**src/rtl/strobe_to_axis_if.sv**
```systemverilog
// AXI-Stream sample channel used on the output of strobe_to_axis.
//   tdata  : sample data
//   tlast  : last sample of a packet
//   tvalid : sample present
//   tready : consumer accepts sample
// master drives data/last/valid, slave drives ready.
interface strobe_to_axis_if #(
    parameter int unsigned WIDTH = 16
) ();
    logic [WIDTH-1:0] tdata;
    logic             tlast;
    logic             tvalid;
    logic             tready;

    modport master (
        output tdata,
        output tlast,
        output tvalid,
        input  tready
    );

    modport slave (
        input  tdata,
        input  tlast,
        input  tvalid,
        output tready
    );
endinterface

```
**src/rtl/strobe_to_axis.sv**
```systemverilog
// Strobe-qualified sample input to AXI-Stream master with packetization.
// Samples accepted on strobe_in are buffered (memory FIFO + output register)
// and emitted in order; tlast marks every spp-th accepted sample. Samples that
// arrive while the buffer is full are dropped and counted.
//   clk, reset        : clock, synchronous active-high reset
//   in, strobe_in     : sample data and its qualifier (no backpressure)
//   spp               : samples per packet, 0 treated as 1
//   o                 : AXI-Stream master (tdata/tlast/tvalid, tready)
//   clear_overflow    : pulse clearing overflow and overflow_count
//   overflow          : sticky drop flag
//   overflow_count    : saturating drop counter
module strobe_to_axis #(
    parameter int unsigned WIDTH     = 16,
    parameter int unsigned FIFO_SIZE = 4,
    parameter int unsigned SPP_WIDTH = 16
) (
    input  logic                 clk,
    input  logic                 reset,
    input  logic [WIDTH-1:0]     in,
    input  logic                 strobe_in,
    input  logic [SPP_WIDTH-1:0] spp,
    input  logic                 clear_overflow,
    output logic                 overflow,
    output logic [15:0]          overflow_count,
    strobe_to_axis_if.master     o
);
    localparam int unsigned DEPTH = 1 << FIFO_SIZE;
    localparam int unsigned CNT_W = FIFO_SIZE + 1;
    localparam int unsigned ENT_W = WIDTH + 1;

    // Buffer storage: {data, last}
    logic [ENT_W-1:0]     mem [DEPTH];
    logic [FIFO_SIZE-1:0] wr_ptr;
    logic [FIFO_SIZE-1:0] rd_ptr;
    logic [CNT_W-1:0]     mem_cnt;

    // Output register stage
    logic                 out_valid;
    logic                 out_last;
    logic [WIDTH-1:0]     out_data;

    // Packetization state
    logic [SPP_WIDTH-1:0] pkt_cnt;
    logic [SPP_WIDTH-1:0] spp_lat;
    logic [SPP_WIDTH-1:0] spp_eff;
    logic [SPP_WIDTH-1:0] spp_cur;
    logic                 last_flag;

    logic full;
    logic pop;
    logic push;
    logic load;
    logic drop;

    // Handshake and buffer control; occupancy counts the output register too
    always_comb begin
        pop       = out_valid & o.tready;
        full      = (mem_cnt + CNT_W'(out_valid)) == CNT_W'(DEPTH);
        push      = strobe_in & (~full | pop);
        drop      = strobe_in & full & ~pop;
        load      = (mem_cnt != '0) & (~out_valid | pop);
        spp_eff   = (spp == '0) ? SPP_WIDTH'(1) : spp;
        // spp is sampled only at the first sample of each packet
        spp_cur   = (pkt_cnt == '0) ? spp_eff : spp_lat;
        last_flag = pkt_cnt == (spp_cur - SPP_WIDTH'(1));
    end

    // Sample memory write (contents need no reset)
    always_ff @(posedge clk) begin
        if (push) begin
            mem[wr_ptr] <= {in, last_flag};
        end
    end

    // Output data register (don't-care while tvalid is low)
    always_ff @(posedge clk) begin
        if (load) begin
            out_data <= mem[rd_ptr][ENT_W-1:1];
        end
    end

    // Buffer pointers, occupancy and output valid/last
    always_ff @(posedge clk) begin
        if (reset) begin
            wr_ptr    <= '0;
            rd_ptr    <= '0;
            mem_cnt   <= '0;
            out_valid <= 1'b0;
            out_last  <= 1'b0;
        end else begin
            if (push) begin
                wr_ptr <= wr_ptr + FIFO_SIZE'(1);
            end
            if (load) begin
                rd_ptr   <= rd_ptr + FIFO_SIZE'(1);
                out_last <= mem[rd_ptr][0];
            end
            case ({push, load})
                2'b10:   mem_cnt <= mem_cnt + CNT_W'(1);
                2'b01:   mem_cnt <= mem_cnt - CNT_W'(1);
                default: mem_cnt <= mem_cnt;
            endcase
            if (load) begin
                out_valid <= 1'b1;
            end else if (pop) begin
                out_valid <= 1'b0;
            end
        end
    end

    // Packet sample counter; advances on accepted samples only
    always_ff @(posedge clk) begin
        if (reset) begin
            pkt_cnt <= '0;
            spp_lat <= SPP_WIDTH'(1);
        end else if (push) begin
            if (pkt_cnt == '0) begin
                spp_lat <= spp_eff;
            end
            pkt_cnt <= last_flag ? '0 : pkt_cnt + SPP_WIDTH'(1);
        end
    end

    // Drop tracking; a drop coinciding with a clear restarts the count at 1
    always_ff @(posedge clk) begin
        if (reset) begin
            overflow       <= 1'b0;
            overflow_count <= '0;
        end else if (drop) begin
            overflow <= 1'b1;
            if (clear_overflow) begin
                overflow_count <= 16'd1;
            end else if (overflow_count != 16'hFFFF) begin
                overflow_count <= overflow_count + 16'd1;
            end
        end else if (clear_overflow) begin
            overflow       <= 1'b0;
            overflow_count <= '0;
        end
    end

    assign o.tdata  = out_data;
    assign o.tlast  = out_last;
    assign o.tvalid = out_valid;

endmodule

```
**src/flat_wrapper.sv**
```systemverilog
// flat-port wrapper written by rule: the top's interface ports become plain ports
module strobe_to_axis_flat 
#(
    parameter int unsigned WIDTH     = 16,
    parameter int unsigned FIFO_SIZE = 4,
    parameter int unsigned SPP_WIDTH = 16
)
  (clk, reset, in, strobe_in, spp, clear_overflow, overflow, overflow_count, o_tdata, o_tlast, o_tvalid, o_tready);
  strobe_to_axis_if #(.WIDTH(WIDTH)) o_i ();
  input  logic clk;
  input  logic reset;
  input  logic [WIDTH-1:0] in;
  input  logic strobe_in;
  input  logic [SPP_WIDTH-1:0] spp;
  input  logic clear_overflow;
  output logic overflow;
  output logic [15:0] overflow_count;
  output wire logic [$bits(o_i.tdata)-1:0] o_tdata;
  output wire logic [$bits(o_i.tlast)-1:0] o_tlast;
  output wire logic [$bits(o_i.tvalid)-1:0] o_tvalid;
  input wire logic [$bits(o_i.tready)-1:0] o_tready;
  assign o_tdata = o_i.tdata;
  assign o_tlast = o_i.tlast;
  assign o_tvalid = o_i.tvalid;
  assign o_i.tready = o_tready;
  strobe_to_axis #(.WIDTH(WIDTH), .FIFO_SIZE(FIFO_SIZE), .SPP_WIDTH(SPP_WIDTH)) u_core (.clk(clk), .reset(reset), .in(in), .strobe_in(strobe_in), .spp(spp), .clear_overflow(clear_overflow), .overflow(overflow), .overflow_count(overflow_count), .o(o_i));
endmodule
```
**config.mk**
```make
export PLATFORM = sky130hd
export DESIGN_NAME = strobe_to_axis_flat
export DESIGN_NICKNAME = d
export VERILOG_FILES = /design/src/rtl/strobe_to_axis_if.sv /design/src/rtl/strobe_to_axis.sv /design/src/flat_wrapper.sv
export SDC_FILE = /design/constraint.sdc
export NUM_CORES = 1
export LEC_CHECK = 0
export ABC_CLOCK_PERIOD_IN_PS = 6950
export BUFFER_PORTS_ARGS = -buffer_cell sky130_fd_sc_hd__buf_2
export CAP_MARGIN = 10
export CORE_MARGIN = 8
export CORE_UTILIZATION = 40
export CTS_CLUSTER_SIZE = 16
export DETAILED_ROUTE_END_ITERATION = 12
export PLACE_DENSITY = 0.64
export SKIP_LAST_GASP = 1
export SYNTH_ARGS = -nofsm -noshare
export SYNTH_HDL_FRONTEND = slang
export SYNTH_SLANG_ARGS = --single-unit
```
**constraint.sdc**
```tcl
create_clock -name clk -period 6.95 [get_ports clk]
set_clock_uncertainty 0.1 [all_clocks]
set_input_delay 0.3475 -clock clk [delete_from_list [all_inputs] [get_ports clk]]
set_output_delay 0.3475 -clock clk [all_outputs]
set_load 0.005 [all_outputs]
```
==> summary.txt, run 1 <==
Setup path
  – Crit path kind: reg -> reg
  – Critical Path Source Type: flip-flop
  – Worst Path Required: 7290 ps
  – Critical Path Fanout Max: 34
  – Worst path arrival time: 5420 ps
  – Crit. End Element: flip-flop

Placement
  – Port buffer count: 71
  – Final HPWL DP: 19000 µm
  – Final Wtd Congestion: 0.894

Route
  – First-pass iteration count of the detailed router: 5
  – DRT iter0 DRCs: 557
  – Residual DRC count: 0
  – DR WL/cell: 20.2 µm
  – Routed Wire Length: 31700 µm
  – Total vias in the final route: 8455
  – Final ANT Viol Nets: 0
  – Via/cell ratio: 5.38

Yosys
  – Post-synth top flop: edfxtp_1
  – Netlist Area Pre-Place: 15000 µm²
  – Post-synthesis register bit count: 356
  – Async S/R FF share, synth: 0%
  – Library cells used by synthesis: 63
  – Seq/Total Area, Yosys: 66.5%
  – Number of flops mapped to enable cells by yosys: 288
  – Synth warn: 0
  – Average size of a mapped cell: 15.9 µm²
  – Cells after Synth: 944
  – Post-Syn Nets: 997

Floorplanning
  – Core box area: 37400 µm²
  – Row cnt: 71
  – Starting Density: 40.2%
  – Die Height: 210 µm
  – Die width: 210 µm
  – Die area: 44100 µm²
  – Io pins: 72

Clock network
  – Post_cts resized: 0
  – Inserted Clock Buffers: 39
  – Cts hold-fix bufs: 5
  – Root buffer cell: clkbuf_16
  – Post-CTS Setup Bufs: 0
  – TritonCTS clock tree: done
  – CTS Buffer Depth: 3
  – Worst skew pair latency: 560 ps
  – Clock Sinks: 356
  – H-Tree Depth: 2
  – Clock Pin Slew Worst Setup and Hold Paths: 60 ps

GRT
  – Overall global routing resource usage: 14.3%
  – Largest net degree at the start of global routing: 69
  – First-pass GRT wire length: 49300 µm
  – Vias in the first global route: 8498
  – Total global routing overflow: 0
  – Initial antenna violation count: 2

Timing
  – Final setup TNS: 0 ps
  – Final Setup Violations: 0
  – FMAX: 0.197 GHz
  – Pins over their slew limit: 0
  – Final critical-path share of the clock period: 73.1%
  – Fin. Hold Viols: 0
  – Fin crit period: 5080 ps
  – RSZ-0062 raised after global routing: false
  – Worst slew margin: 23.3%
  – Worst slew pin tran: 1150 ps

Power and ir drop
  – Leak pwr: 5.70 nW
  – PD cells: 347 nW/µm²
  – VDD IR max: 192 µV

Cells and area
  – Share of cells above drive strength 1: 25.1%
  – Antenna Diode Count: 0
  – Area delta synth->final: 15.0%
  – Most frequent cells in the layout: edfxtp_1, mux4_2, nor2_1
  – Nets: 1084
  – Commonest non-fill, non-tap cell in the layout: edfxtp_1
  – Final core occ: 46.3%

Job
  – Max_cap viols: 0

Run status
  – Status: completed

Min path
  – Hold Path Class: in -> reg
## registers in the layout, indices dropped and copies added (netlist names), 4 cells and up, named ones only
| signal | flops |
|---|---|
| u_core.overflow_count | 16 |
| u_core.rd_ptr | 4 |
| u_core.mem_cnt | 5 |
| u_core.pkt_cnt | 16 |
| u_core.o.tdata | 16 |
| u_core.spp_lat | 16 |
| u_core.wr_ptr | 4 |
| u_core.mem | 272 |
## through the flow
| step | power, mW | cell area [µm²] | worst slack (ps) | hold slack (ps) | std cells |
|---|---|---|---|---|---|
| after floorplan | 3.73 | 15000 | 2620 | 346 | 944 |
| after global placement | 4.13 | 16100 | 2150 | 361 | 1496 |
| after CTS | 6.08 | 17300 | 1890 | 0.587 | 1571 |
| after detailed placement | 4.14 | 16100 | 1880 | 366 | 1496 |
| final | 6.00 | 17300 | 1870 | 19.8 | 1571 |
| after global routing | 6.29 | 17300 | 1540 | 28.1 | 1571 |
## final timing paths
kind / startpoint / slack [ps] / depth (start not counted) / endpoint
hold reg to reg: u_core.overflow$_SDFFE_PP0P_ / 370 / 2 / u_core.overflow$_SDFFE_PP0P_
setup / recovery: u_core.pkt_cnt[0]$_SDFFE_PP0P_ / 1870 / 16 / u_core.pkt_cnt[13]$_SDFFE_PP0P_
setup reg to reg: u_core.pkt_cnt[0]$_SDFFE_PP0P_ / 1870 / 16 / u_core.pkt_cnt[13]$_SDFFE_PP0P_
hold / removal: o_tready / 20 / 3 / u_core.o.tvalid$_SDFFE_PP0P_
## Yosys cell counts (all sizes together) (3+ instances only)
library cell  count  share of area, %
a22oi             4              0.20
nand4b            6              0.35
nor4             16              0.95
mux4             85                13
and4              3              0.17
edfxtp          288                57
o21ai            15              0.50
nor2             85               2.1
o31ai             3              0.15
inv              17              0.42
a31oi             3              0.12
or4               7              0.37
ha               15               1.2
or2               6              0.25
a211oi           18              0.90
o22ai             3              0.12
nor3             23              0.76
a41oi             3              0.17
nand3            19              0.63
nand4            11              0.46
a21oi            20              0.67
or3               6              0.25
clkbuf           39              0.97
buf              14              0.50
and2              3              0.12
xnor2            30               1.7
and3              5              0.21
xor2             22               1.3
nand2            37              0.92
dfxtp            68               9.0
mux2i            26               1.7
nand2b           10              0.42
nor3b             3              0.15
a21o              3              0.15
## report_power, final
part           switching (mW)  internal [mW]
registers               0.116           2.50
clock network           0.837           1.09
logic                   0.766          0.689
## metal layers
| layer | vias to the layer above | GRT usage, % | share of wire (%) |
|---|---|---|---|
| met5 | - | 0 | 0.073 |
| li1 | 3887 | - | - |
| met2 | 235 | 23.9 | 49 |
| met3 | 50 | 3.00 | 5.6 |
| met4 | 4 | 4.84 | 2.3 |
| met1 | 4279 | 18.6 | 43 |
## worst max-delay path, cell delays in order, from the launching register on
cell and delay (ps):
dfxtp_1 380, inv_1 110, ha_1 140, nor4b_2 380, and4_1 270, buf_4 350
mux2i_1 300, ha_1 280, or4b_1 510, nor4_1 540, nand4b_1 170, o41ai_1 110
mux2_2 380, a21oi_1 350, nor4_4 70, buf_4 230, a211oi_1 270
## kinds of logic (layout without fill, tap and decap cells)
family          Yosys count  count (layout)  synth area share [%]
flops                   356             356                  66.5
compound gates           89              89                  3.98
simple gates            248             248                  8.60
mux                     113             113                  14.6
xor+xnor                 52              52                  3.03
fa+ha+maj                16              16                  1.38
buf+inv                  70             186                  1.90
## final cells by class
cell class | instances | area, µm²
fillers | 3231 | 20100
flip-flops and latches | 356 | 10000
multi-input cells | 518 | 4820
clock buffers | 52 | 1020
well taps | 511 | 639
repair buffers | 99 | 578
clock inverters | 18 | 175
inverters | 17 | 63.8
Power figures use the tool's default switching activity.
==> inputs of run 2 (changes only) <==
ABC_CLOCK_PERIOD_IN_PS = 4280   (was 6950)
PLACE_DENSITY = 0.66   (was 0.64)
clock period = 4.28 ns   (was 6.95 ns; I/O delays follow)
==> run 2 against run 1 <==
Against the previous run:
- critical path depth grew 1
- largest cell class unchanged
- setup slack got worse by 1600 ps
- highest routed layer unchanged
- core utilization is 1.8 points higher
- power is 64% higher
==> summary.txt, run 2 (synthesized netlist as in run 1, its figures left out) <==
Run status
  – Status: completed

Timing
  – Worst slew margin: 44.8%
  – RSZ-0062 raised after global routing: false
  – FMAX: 0.252 GHz
  – Pins over their slew limit: 0
  – Final Setup Violations: 0
  – Fin crit period: 3960 ps
  – Final setup TNS: 0 ps
  – Fin. Hold Viols: 0
  – Worst slew pin tran: 829 ps
  – Worst setup margin: 316 ps
  – Final critical-path share of the clock period: 92.6%

Setup path
  – Critical Path Source: u_core.pkt_cnt[0]$_SDFFE_PP0P_
  – Worst path arrival time: 4260 ps
  – RR Startpoint: u_core.pkt_cnt[0]$_SDFFE_PP0P_
  – Worst Path Required: 4580 ps
  – Crit path kind: reg -> reg
  – Critical Path Fanout Max: 30
  – Crit. End Element: flip-flop
  – Critical Path Source Type: flip-flop
  – Cell depth of the worst flop-to-flop path: 17

Min path
  – Hold_sp: spp[12]
  – Hold Path Depth: 5
  – Hold Path Class: in -> reg

Job
  – Max_cap viols: 0

GRT
  – Overall global routing resource usage: 15.0%
  – Vias in the first global route: 8816
  – First-pass GRT wire length: 51500 µm
  – Largest net degree at the start of global routing: 41
  – Initial antenna violation count: 2
  – Total global routing overflow: 0

Route
  – DR WL/cell: 20.2 µm
  – Total vias in the final route: 8644
  – Final ANT Viol Nets: 0
  – Via/cell ratio: 5.30
  – Routed Wire Length: 33000 µm
  – Residual DRC count: 0
  – DRT iter0 DRCs: 553
  – First-pass iteration count of the detailed router: 5

Floorplanning
  – Row cnt: 71
  – Starting Density: 40.2%
  – Die width: 210 µm
  – Die area: 44100 µm²
  – Io pins: 72
  – Die Height: 210 µm
  – Core box area: 37400 µm²

Clock network
  – TritonCTS clock tree: done
  – H-Tree Depth: 2
  – Post-CTS Setup Bufs: 0
  – Worst skew pair latency: 540 ps
  – Inserted Clock Buffers: 39
  – CTS Buffer Depth: 3
  – Root buffer cell: clkbuf_16
  – Clock Pin Slew Worst Setup and Hold Paths: 60 ps
  – Clock Sinks: 356

Cells and area
  – Most frequent cells in the layout: edfxtp_1, mux4_2, nor2_1
  – Filler cells: 3169
  – Max reg flops: 272
  – Largest reg by FF count: u_core.mem
  – Commonest non-fill, non-tap cell in the layout: edfxtp_1
  – Share of cells above drive strength 1: 26.8%
  – Area delta synth->final: 19.5%
  – Nets: 1146

Power and ir drop
  – VDD IR max: 346 µV
  – Leak pwr: 6.04 nW
  – PD cells: 547 nW/µm²

Placement
  – Port buffer count: 71
  – Place WS: 79.5 ps
  – Final HPWL DP: 20300 µm
  – Final Wtd Congestion: 0.859
-- run 2: what timing repair did --
| item | in CTS | in global routing |
|---|---|---|
| gates resized for setup | 0 | 12 |
| hold buffers | 46 | 0 |
| endpoints found under the hold margin | 276 | 0 |
| setup endpoints to repair | 0 | 32 |
-- run 2: metal layers --
layer	vias up	GRT usage, %	wire length [µm]
met5	-	0	13
met4	2	4.47	558
met2	212	24.1	15800
li1	4006	-	-
met3	35	2.90	1670
met1	4389	20.6	14900
-- run 2: final timing paths --
path / slack [ps] / endpoint
worst max-delay path: 320 / u_core.pkt_cnt[11]$_SDFFE_PP0P_
worst min-delay path: 60 / u_core.spp_lat[12]$_SDFFE_PP0P_
worst max register to register: 320 / u_core.pkt_cnt[11]$_SDFFE_PP0P_
worst min register to register: 390 / u_core.overflow$_SDFFE_PP0P_
-- run 2: report_power, final --
part | leakage, nW | internal [mW] | switching (mW)
Sequential | 3.15 | 4.05 | 0.249
Clock | 0.581 | 1.75 | 1.31
Combinational | 2.31 | 1.22 | 1.25
-- run 2: area by class of cell --
type	instances	area, µm²	share of cell area (%)
tap	511	639	3.56
inverter	17	63.8	0.355
clock inverter	25	168	0.932
clock buffer	43	1000	5.57
antenna	1	2.50	0.0139
multi-input combinational	518	4880	27.2
sequential	356	10000	55.7
timing repair buffer	161	1210	6.72
-- run 2: per-stage QoR --
step | instances | hold slack, ps | cell area, µm² | utilization, % | power [mW]
2_1_floorplan | 944 | 213 | 15100 | - | 6.06
3_3_place_gp | 1517 | 360 | 16300 | 43.6 | 6.75
3_5_place_dp | 1517 | 364 | 16300 | 43.6 | 6.79
4_1_cts | 1631 | 0.641 | 17900 | 47.9 | 9.94
5_1_grt | 1632 | 76.6 | 18000 | 48.1 | 10.3
6_report | 1632 | 55.1 | 18000 | 48.1 | 9.83
-- run 2: critical path: stages (launching register included) --
cell	delay [ps]
dfxtp_1	330
inv_1	60
ha_1	200
nor4b_4	140
and4_2	250
buf_4	170
nor2_2	130
or2_2	150
ha_1	220
or4b_4	520
nor4_4	320
a32o_1	240
nor2_1	40
o21ai_0	220
nand4_1	200
nor4_4	230
buf_12	210
a211oi_1	90
==> inputs of run 3 (changes only) <==
ABC_CLOCK_PERIOD_IN_PS = 5000   (was 4280)
PLACE_DENSITY = 0.64   (was 0.66)
clock period = 5 ns   (was 4.28 ns; I/O delays follow)
==> run 3 against run 2 <==
Against the previous run:
- combinational power is 17% lower
- wire length decreased by 2.3%
- power decreased by 15%
- setup slack improved by 42 ps
- fmax shrank 15%
==> summary.txt, run 3 (synthesized netlist as in run 1, its figures left out) <==
Cells and area
  – Filler cells: 3204
  – Share of cells above drive strength 1: 24.9%
  – Most frequent cells in the layout: edfxtp_1, mux4_2, nor2_1
  – Antenna Diode Count: 0
  – Area delta synth->final: 16.7%
  – Area occupied by multi-input gates: 4820 µm²
  – Max reg flops: 272
  – Nets: 1112
  – Largest reg by FF count: u_core.mem
  – Commonest non-fill, non-tap cell in the layout: edfxtp_1
  – FF+latch area: 10000 µm²

Run status
  – Status: completed

Floorplanning
  – Starting Density: 40.2%
  – Row cnt: 71
  – Io pins: 72
  – Die width: 210 µm
  – Die area: 44100 µm²
  – Die Height: 210 µm
  – Core box area: 37400 µm²

Timing
  – Final Setup Violations: 0
  – Worst slew margin: 21.2%
  – RSZ-0062 raised after global routing: false
  – Fin crit period: 4640 ps
  – Final critical-path share of the clock period: 92.8%
  – Final setup TNS: 0 ps
  – Hold_ws: 60.3 ps
  – Pins over their slew limit: 0
  – Fin. Hold Viols: 0
  – Worst slew pin tran: 1180 ps
  – FMAX: 0.215 GHz

Power and ir drop
  – VDD IR max: 251 µV
  – PD cells: 475 nW/µm²
  – Reg power frac: 44.0%
  – Power Internal: 5.96 mW
  – Net load switching power: 2.38 mW
  – Sw frac: 28.6%
  – Logic pwr share: 24.4%
  – Leak pwr: 5.80 nW
  – Clk network pwr share: 31.6%

Route
  – DR WL/cell: 20.2 µm
  – Total vias in the final route: 8521
  – Routed Wire Length: 32200 µm
  – Via/cell ratio: 5.33
  – First-pass iteration count of the detailed router: 5
  – Residual DRC count: 0
  – DRT iter0 DRCs: 483
  – Final ANT Viol Nets: 0

GRT
  – Initial antenna violation count: 1
  – Vias in the first global route: 8546
  – First-pass GRT wire length: 50600 µm
  – Largest net degree at the start of global routing: 69
  – Total global routing overflow: 0
  – Overall global routing resource usage: 14.7%

Clock network
  – Clock Sinks: 356
  – CTS Buffer Depth: 3
  – TritonCTS clock tree: done
  – Root buffer cell: clkbuf_16
  – Post-CTS Setup Bufs: 0
  – Worst skew pair latency: 540 ps
  – Clock Pin Slew Worst Setup and Hold Paths: 50 ps
  – Inserted Clock Buffers: 39
  – H-Tree Depth: 2

Setup path
  – Crit path kind: reg -> reg
  – Reg-to-reg setup timing slack: 360 ps
  – Worst Path Required: 5270 ps
  – RR Startpoint: u_core.pkt_cnt[0]$_SDFFE_PP0P_
  – Worst path arrival time: 4910 ps
  – Reg2reg end: u_core.pkt_cnt[8]$_SDFFE_PP0P_
  – Critical Path Fanout Max: 30
  – Crit. End Element: flip-flop
  – Critical Path Source Type: flip-flop
  – Cell depth of the worst flop-to-flop path: 16

Min path
  – Hold Path Depth: 5
  – Worst hold path endpoint: u_core.spp_lat[12]$_SDFFE_PP0P_
  – Hold_sp: spp[12]
  – Hold Path Class: in -> reg

Placement
  – Port buffer count: 71
  – Final HPWL DP: 19100 µm
  – Final Wtd Congestion: 0.863

Job
  – Max_cap viols: 0
==> run 3: cell types whose count changed in the layout (fill, tap and decap cells not counted), sizes merged <==
| cell | delta |
|---|---|
| clkinv | -7 |
| inv | +1 |
| diode | -1 |
| buf | -19 |
| dlygate4sd3 | -15 |
| clkbuf | +7 |
==> run 3: per-stage QoR <==
stage          area, µm²  power, mW  cells  util, %  setup WS, ps
5_1_grt            17600       8.77   1598     46.9          21.1
6_report           17600       8.34   1598     46.9           358
3_3_place_gp       16100       5.76   1498     43.0           524
2_1_floorplan      15000       5.19    944        -           673
4_1_cts            17600       8.46   1598     46.9           227
3_5_place_dp       16100       5.79   1498     43.0           254
==> run 3: timing repair <==
action / 4_1_cts / 5_1_grt
hold buffers: 31 / 0
endpoints found under the hold margin: 274 / 0
setup endpoints to repair: 0 / 31
gates resized for setup: 0 / 1
==> run 3: final cells by class <==
type / instances / share of cell area [%]
Sequential cell: 356 / 57.0
Multi-Input combinational cell: 518 / 27.5
Clock buffer: 50 / 5.79
Timing Repair Buffer: 127 / 4.86
Tap cell: 511 / 3.64
Clock inverter: 19 / 0.834
Inverter: 17 / 0.363
==> run 3: power by group through the flow <==
stage	Combinational (mW)	Sequential (mW)	Clock, mW
after floorplan	1.57	3.62	0
after global placement	2.02	3.73	0
after detailed placement	2.04	3.74	0
after CTS	2.07	3.68	2.71
after global routing	2.24	3.71	2.81
final	2.04	3.67	2.63
==> run 3: how the worst max path moves through the flow <==
| stage | startpoint | to | slack (ps) | depth (start not counted) |
|---|---|---|---|---|
| global route | u_core.pkt_cnt[0]$_SDFFE_PP0P_ | u_core.pkt_cnt[14]$_SDFFE_PP0P_ | 20 | 16 |
| floorplan | u_core.pkt_cnt[0]$_SDFFE_PP0P_ | u_core.pkt_cnt[10]$_SDFFE_PP0P_ | 670 | 18 |
| global placement | u_core.pkt_cnt[0]$_SDFFE_PP0P_ | u_core.pkt_cnt[4]$_SDFFE_PP0P_ | 520 | 16 |
| CTS | u_core.pkt_cnt[0]$_SDFFE_PP0P_ | u_core.pkt_cnt[14]$_SDFFE_PP0P_ | 230 | 16 |
| finish | u_core.pkt_cnt[0]$_SDFFE_PP0P_ | u_core.pkt_cnt[8]$_SDFFE_PP0P_ | 360 | 16 |
| detailed placement | u_core.pkt_cnt[0]$_SDFFE_PP0P_ | u_core.pkt_cnt[3]$_SDFFE_PP0P_ | 250 | 16 |
==> run 3: routing by layer <==
layer | up-vias | global-route usage [%] | wire, µm
met3 | 54 | 2.60 | 1590
li1 | 3928 | - | -
met4 | 2 | 4.81 | 691
met5 | - | 0 | 10
met2 | 208 | 24.4 | 16000
met1 | 4329 | 19.6 | 13900
==> run 3: worst max-delay path, cell delays in order, from the launching register on <==
cell	delay (ps)
dfxtp_1	390
inv_1	110
ha_1	140
nor4b_2	350
nand4_1	220
a211oi_1	370
or2_2	200
ha_1	230
or4b_1	520
nor4_2	370
a32o_1	280
nor2_1	50
o21ai_0	220
nand4_1	190
nor4_4	270
buf_4	330
a211oi_1	130
